`src/rtl/drone_call_dispatcher.sv`:
```
// Upstream dispatcher for the drone delivery controller: queues floor-5/floor-6
// requests in a small FIFO, issues one job at a time on Call, and follows each
// job through flight, drop and return-to-base with a per-phase timeout.
module drone_call_dispatcher #(
  parameter int unsigned DEPTH   = 4,
  parameter int unsigned CNT_W   = 3,
  parameter int unsigned TIMEOUT = 255,
  parameter int unsigned TMR_W   = 8
) (
  input  logic             clk,
  input  logic             rst,
  input  logic             req5,
  input  logic             req6,
  input  logic [1:0]       Floor,
  input  logic [1:0]       Drop,
  input  logic             bird,
  output logic [1:0]       Call,
  output logic             busy,
  output logic [CNT_W-1:0] q_count,
  output logic             overflow,
  output logic             done,
  output logic             abort
);

  localparam int unsigned PtrW = (DEPTH > 1) ? $clog2(DEPTH) : 1;
  localparam logic [TMR_W-1:0] TmrMax = TMR_W'(TIMEOUT);
  localparam logic [CNT_W-1:0] CntMax = CNT_W'(DEPTH);

  typedef enum logic [2:0] {StIdle, StFly, StDrop, StAbort, StRet} state_e;

  state_e            state_q, state_d;
  logic [DEPTH-1:0]  mem_q, mem_d;
  logic [PtrW-1:0]   rd_ptr_q, rd_ptr_d;
  logic [PtrW-1:0]   wr_ptr_q, wr_ptr_d;
  logic [CNT_W-1:0]  count_q, count_d;
  logic              dest_q, dest_d;
  logic [TMR_W-1:0]  timer_q, timer_d;
  logic [1:0]        call_q, call_d;
  logic              overflow_q, overflow_d;
  logic              done_q, done_d;
  logic              abort_q, abort_d;

  logic              dispatch;
  logic              timed_out;
  logic [1:0]        dest_floor;
  logic [CNT_W-1:0]  free_cnt;
  logic [CNT_W-1:0]  cnt_tmp;
  logic [PtrW-1:0]   wp;

  // Pop the head only when parked at base with no bird emergency.
  assign dispatch   = (state_q == StIdle) && (count_q != '0) && (Floor == 2'b00) && !bird;
  assign timed_out  = (timer_q == TmrMax);
  assign dest_floor = dest_q ? 2'b10 : 2'b01;

  // State and datapath registers; async reset drops Call immediately.
  always_ff @(posedge clk or posedge rst) begin
    if (rst) begin
      state_q    <= StIdle;
      mem_q      <= '0;
      rd_ptr_q   <= '0;
      wr_ptr_q   <= '0;
      count_q    <= '0;
      dest_q     <= 1'b0;
      timer_q    <= '0;
      call_q     <= 2'b00;
      overflow_q <= 1'b0;
      done_q     <= 1'b0;
      abort_q    <= 1'b0;
    end else begin
      state_q    <= state_d;
      mem_q      <= mem_d;
      rd_ptr_q   <= rd_ptr_d;
      wr_ptr_q   <= wr_ptr_d;
      count_q    <= count_d;
      dest_q     <= dest_d;
      timer_q    <= timer_d;
      call_q     <= call_d;
      overflow_q <= overflow_d;
      done_q     <= done_d;
      abort_q    <= abort_d;
    end
  end

  // Next-state logic; arrival/drop wins over timeout in the same cycle.
  always_comb begin
    state_d = state_q;
    unique case (state_q)
      StIdle:  if (dispatch) state_d = StFly;
      StFly: begin
        if (Floor == dest_floor) state_d = StDrop;
        else if (timed_out)      state_d = StAbort;
      end
      StDrop: begin
        if (Drop[dest_q])   state_d = StRet;
        else if (timed_out) state_d = StAbort;
      end
      StAbort: state_d = StRet;
      StRet:   if (Floor == 2'b00) state_d = StIdle;
      default: state_d = StIdle;
    endcase
  end

  // FIFO: pop frees a slot before pushes are admitted; req5 is pushed ahead of req6.
  always_comb begin
    mem_d      = mem_q;
    rd_ptr_d   = rd_ptr_q;
    overflow_d = 1'b0;
    wp         = wr_ptr_q;
    free_cnt   = CntMax - count_q + CNT_W'(dispatch);
    cnt_tmp    = count_q - CNT_W'(dispatch);
    if (dispatch) rd_ptr_d = rd_ptr_q + PtrW'(1);
    if (req5) begin
      if (free_cnt != '0) begin
        mem_d[wp] = 1'b0;
        wp        = wp + PtrW'(1);
        free_cnt  = free_cnt - CNT_W'(1);
        cnt_tmp   = cnt_tmp + CNT_W'(1);
      end else begin
        overflow_d = 1'b1;
      end
    end
    if (req6) begin
      if (free_cnt != '0) begin
        mem_d[wp] = 1'b1;
        wp        = wp + PtrW'(1);
        cnt_tmp   = cnt_tmp + CNT_W'(1);
      end else begin
        overflow_d = 1'b1;
      end
    end
    wr_ptr_d = wp;
    count_d  = cnt_tmp;
  end

  // Job destination and phase timer; timer freezes while a bird is present.
  always_comb begin
    dest_d  = dispatch ? mem_q[rd_ptr_q] : dest_q;
    timer_d = timer_q;
    if (dispatch || (state_q == StFly && state_d == StDrop)) begin
      timer_d = '0;
    end else if ((state_q == StFly || state_q == StDrop) && !bird && !timed_out) begin
      timer_d = timer_q + TMR_W'(1);
    end
  end

  // Registered outputs: Call is live only in flight/drop, pulses last one cycle.
  always_comb begin
    call_d  = 2'b00;
    if (state_d == StFly || state_d == StDrop) call_d = dest_d ? 2'b10 : 2'b01;
    done_d  = (state_q == StDrop) && (state_d == StRet);
    abort_d = (state_d == StAbort);
  end

  assign Call     = call_q;
  assign busy     = (state_q != StIdle);
  assign q_count  = count_q;
  assign overflow = overflow_q;
  assign done     = done_q;
  assign abort    = abort_q;

endmodule

```
`config.mk`:
```
export PLATFORM = sky130hd
export DESIGN_NAME = drone_call_dispatcher
export DESIGN_NICKNAME = d
export VERILOG_FILES = /design/src/rtl/drone_call_dispatcher.sv
export SDC_FILE = /design/constraint.sdc
export NUM_CORES = 1
export LEC_CHECK = 0
export ABC_AREA = 1
export CAP_MARGIN = 20
export CORE_ASPECT_RATIO = 1.25
export CORE_MARGIN = 8
export CORE_UTILIZATION = 35
export CTS_CLUSTER_DIAMETER = 30
export DETAILED_ROUTE_END_ITERATION = 6
export PLACE_DENSITY = 0.56
export REMOVE_ABC_BUFFERS = 1
export SLEW_MARGIN = 0
export SYNTH_ARGS = -nofsm -noshare
export SYNTH_HDL_FRONTEND = slang
export SYNTH_SLANG_ARGS = --single-unit
```
`constraint.sdc`:
```
create_clock -name clk -period 3.2 [get_ports clk]
set_input_delay 0.96 -clock clk [delete_from_list [all_inputs] [get_ports clk]]
set_output_delay 0.96 -clock clk [all_outputs]
set_load 0.005 [all_outputs]
```
Word level (Yosys, flattened, before mapping):

Cells that the tools add are included.

* register bits after elaboration: 28
* input bits: 9

* $add $sub $neg: 10
* order comparisons: 6
* eq/ne operators: 10
* mux-type cells: 38
* bitwise logic cells: 3
* reductions and logical operators: 21

Operators with widths (count)
* 3-bit two-way mux: 11
* 4-bit two-way mux: 4
* 8-bit two-way mux: 2
* 3-bit one-hot mux with 5 select lines: 1
* 2-bit two-way mux: 7
* 3-bit by 2-bit equality test with 1-bit output, second input constant: 4
* 3-bit nonzero test: 4
* 1-bit two-way mux: 10
* 1-bit logical AND: 9
* 2-bit by 3-bit less-than comparator with 1-bit output, second input constant: 3
* 8-bit by 1-bit adder with 8-bit output, second input constant: 1
* 8-bit equality test, second input constant: 1
* 2-bit by 1-bit adder with 2-bit output, second input constant: 3
* 3-bit by 1-bit adder with 3-bit output, second input constant: 2
* 3-bit by 1-bit equality test with 1-bit output, second input constant: 2
* 3-bit equality test, second input constant: 2
* 4-bit bitwise AND: 1
* 1-bit demux with 2-bit select: 2
* 2-bit by 1-bit >= comparator with 1-bit output, second input constant: 2
* 4-bit inverter: 1
* 4-bit bitwise OR: 1
* 3-bit by 1-bit adder with 3-bit output: 1
* 3-bit zero test: 1
* 1-bit logical OR: 3
* other kinds (9): 10

Logic depth before layout (Yosys ltp):

* depth in word-level cells: 15
* mapped depth: 19

Worst setup path before layout:

No wires, ideal clock.

* kind: input port to flip-flop
* start: input port Floor[0]
* end: register wr_ptr_q[1]
* setup time: 0.117 ns
* arrival time: 2.975 ns
* setup slack: 0.108 ns
* stages: 18
* cells stage by stage: inv_1 nand2_1 nor2_1 nand3_4 ha_1 inv_1 ha_1 inv_1 ha_1 ha_1 inv_1 nand2_4 xor2_2 clkinv_1 nand2_1 nand2_1 nand3_1 nand2_1

* cells in the longest elaborated chain, start to end: 10
* elaborated cells between the ends (all ways): 14

RTL lines
* start, declared: line 14 `input logic [1:0] Floor,`
* 2-bit zero test *: line 51 `assign dispatch = (state_q == StIdle) && (count_q != '0) && (Floor == 2'b00) && !bird;`
* 1-bit logical AND * (2 in series): line 51
* 3-bit by 1-bit adder with 3-bit output *: line 109 `free_cnt = CntMax - count_q + CNT_W'(dispatch);`
* 3-bit by 1-bit subtractor with 3-bit output / 3-bit nonzero test (equally long branches): line 116, 113
* 3-bit two-way mux / 2-bit two-way mux (equally long branches): line 113 `if (free_cnt != '0) begin`
* 3-bit two-way mux / 2-bit two-way mux (equally long branches): line 112 `if (req5) begin`
* 3-bit nonzero test / 2-bit by 1-bit adder with 2-bit output (equally long branches): line 123, 125
* 2-bit two-way mux: line 123 `if (free_cnt != '0) begin`
* 2-bit two-way mux *: line 122 `if (req6) begin`
* via wp[1]: line 48 `logic [PtrW-1:0] wp;`
* end signal, assigned: line 73 `wr_ptr_q <= wr_ptr_d;`
* end, declared: line 34 `logic [PtrW-1:0] wr_ptr_q, wr_ptr_d;`

Mark *: on every way through the listed nets, which the timed path passes. The rest lies on a longest branch.
A chain may end at the register's enable or synchronous reset.

Worst setup path after layout:

Ends and elaborated chain as after synthesis.

==> results.toml <==
[timing]
whs_ns = 0.4918
report.final.slew_viol_count = 0
timing.final.crit_share = 0.8754
finalSetupViolCount = 0
tightest_slew_ns = 0.4342
finalHoldViolCount = 0
clock_skew_ns = 0.007339
rsz0062_at_grt = "false"
relSlewSlack = 0.7096
fin_crit_ns = 2.801
fmax_mhz = 357.0

[critical_path]
end_kind = "flop"
crit_type = "in2reg"
crit_arrival_ns = 3.02
crit_fanout = 7
cp-start-kind = "input pin"
required_ns = 3.42

[finish]
fillerInstances = 539
layout_common_cells = "61 x nand2_1, 35 x inv_1, 28 x dfrtp_1, 18 x nor2_1"
layout.nets = 305
final_core_util = 0.4529
drive_gt1_frac = 0.2349
n_antenna_cell = 0
area_delta_synth_final_pct = 27.24
final_common_cell = "nand2_1"

[pwr]
leakage_nw = 1.244
p_per_area_mw_per_mm2 = 805.2
vdd_drop_max_v = 0.0004996

[clock_network]
clock_sinks = 28
cts_made_buffers = 3
cts-hold-fix-buffers = 0
path_clk_slew_ns = 0.10
cts_root_buffer = "clkbuf_8"
cts_buffer_depth = 2
cts_tree = "done"
insertion_delay_ns = 0.28
h-tree-depth = 1

[logic_synthesis]
synthCells = 247
ys_types = 33
netlist_area_mm2 = 0.001911
synth_top_area_share = 0.3667
yosysTopAreaCell = "dfrtp_1"
yosys_register_bits = 28
synthTopCellsByArea = "dfrtp_1 37%, nand2_1 13%, ha_1 9.2%"
syn_avg_cell_area_um2 = 7.735
ys_seq_area_frac = 0.3667
yosysWarnings = 0

[floorplan]
die_y_um = 98.61
rows = 30
die_w_um = 82.09
fp.coreArea_mm2 = 0.005368
io_pins = 18
dieArea_mm2 = 0.008094
initial_utilization = 0.3559

[drt]
drt-initial-drc-count = 38
drtPass1Iterations = 4
num_vias = 1564
finalWirelength_mm = 3.995
vias_per_cell = 4.533
antenna_left = 0
drc_errors = 0
avgRoutedWirePerCell_um = 11.58

[grt]
first_global_vias = 1603
grt_max_degree = 29
antenna_found_initial = 0
grt_pass1_wl_mm = 6.955
grtUsageTotal = 0.1061
grt_overflow = 0

[min_path]
hp-class = "reg2reg"

[job]
cap_violations = 0

[placement]
place.gp.congestion = 0.8080
numPortBuffers = 17
dp_hpwl_mm = 3.125

[run_status]
status = "finished, final reports clean"
synthesized netlist by cell type:
| library cell | count |
|---|---|
| a21oi_1 | 2 |
| a22oi_1 | 1 |
| a31o_2 | 1 |
| buf_1 | 1 |
| clkinv_1 | 1 |
| dfrtp_1 | 28 |
| ha_1 | 14 |
| inv_1 | 39 |
| inv_2 | 5 |
| inv_4 | 1 |
| mux2i_1 | 1 |
| nand2_1 | 64 |
| nand2_2 | 5 |
| nand2_4 | 3 |
| nand3_1 | 13 |
| nand3_2 | 2 |
| nand3_4 | 2 |
| nand4_1 | 5 |
| nand4_4 | 1 |
| nor2_1 | 21 |
| nor2_2 | 1 |
| nor2_4 | 2 |
| nor3_1 | 5 |
| nor3_2 | 1 |
| nor3b_2 | 1 |
| o21ai_0 | 7 |
| o21ai_1 | 7 |
| o21ai_2 | 2 |
| o22ai_1 | 1 |
| or2_2 | 1 |
| xnor2_1 | 2 |
| xor2_1 | 6 |
| xor2_2 | 1 |
report_power, final:
part / leakage, nW / switching (W) / internal, W
Combinational: 0.855 / 0.000645 / 0.000526
Sequential: 0.360 / 0.0000913 / 0.000467
Clock: 0.0288 / 0.000118 / 0.000110
layout make-up:
type	instances	area [um2]	share of cell area
Inverter	46	176.4	0.07257
Sequential cell	28	700.7	0.2882
Timing Repair Buffer	31	282.8	0.1163
Multi-Input combinational cell	172	1136	0.4673
Tap cell	64	80.08	0.03294
Clock buffer	4	55.05	0.02265
registers in the layout, indices dropped and copies added (netlist names):
signal / count
timer_q: 8
mem_q: 4
q_count: 3
state_q: 3
Call: 2
rd_ptr_q: 2
wr_ptr_q: 2
abort: 1
dest_q: 1
done: 1
overflow: 1
cells by family (layout without fill, tap and decap cells):
| kind of cell | Yosys count | count (layout) | synth area share |
|---|---|---|---|
| DFF | 28 | 28 | 0.3667 |
| adders and majority gates | 14 | 14 | 0.09168 |
| and+or+nand+nor | 127 | 127 | 0.3346 |
| AOI/OAI and AO/OA | 21 | 21 | 0.06287 |
| buffers and inverters | 47 | 81 | 0.09365 |
| muxes | 1 | 1 | 0.005239 |
| xor gates and xnor gates | 9 | 9 | 0.04519 |
metal layers:
layer / vias to the layer above / global-route usage / routed length [um]
met5: - / 0 / 0
met4: 0 / 0.05285 / 95
met2: 14 / 0.1833 / 2096
met1: 707 / 0.1197 / 1711
met3: 8 / 0.01730 / 92
li1: 835 / - / -
worst max-delay path: stages:
cell	delay, ns
dlymetal6s2s_1	0.14
inv_2	0.06
nand2_2	0.07
nor2_4	0.10
nand3_4	0.08
ha_2	0.18
inv_1	0.08
ha_4	0.20
inv_2	0.06
ha_4	0.17
ha_4	0.15
inv_2	0.05
nand2_4	0.10
xor2_2	0.19
buf_4	0.15
nand2_1	0.06
nand2_1	0.07
nand3_1	0.08
nand2_1	0.09
worst paths after layout:
| path | cells after the start | slack, ns | startpoint | end |
|---|---|---|---|---|
| worst min-delay path | 1 | 0.49 | rd_ptr_q[1] | rd_ptr_q[1] |
| worst max register to register | 18 | 0.71 | state_q[0] | wr_ptr_q[1] |
| worst max-delay path | 19 | 0.40 | Floor[0] | wr_ptr_q[1] |
| max in group asynchronous | 3 | 1.88 | rst | rd_ptr_q[1] |
| worst min register to register | 1 | 0.49 | rd_ptr_q[1] | rd_ptr_q[1] |
| min in group asynchronous | 3 | 1.05 | rst | overflow |
what timing repair did:
action / in CTS / in global routing
resized for setup: 18 / 13
endpoints found under the setup margin: 9 / 10
buffers inserted: 1 / 0
pin swaps: 5 / 5
per-stage QoR:
stage	area [um2]	worst slack (ns)	TNS [ns]	power, W	std cells
floorplan	1907	0.1089	0	0.001227	246
global placement	2255	-0.3801	-3.114	0.001557	340
detailed placement	2255	-0.4586	-4.022	0.001577	340
CTS	2386	0.004266	0	0.001937	345
global route	2431	0.2293	0	0.002154	345
finish	2431	0.3988	0	0.001957	345
(Power assumes the default switching activity.)
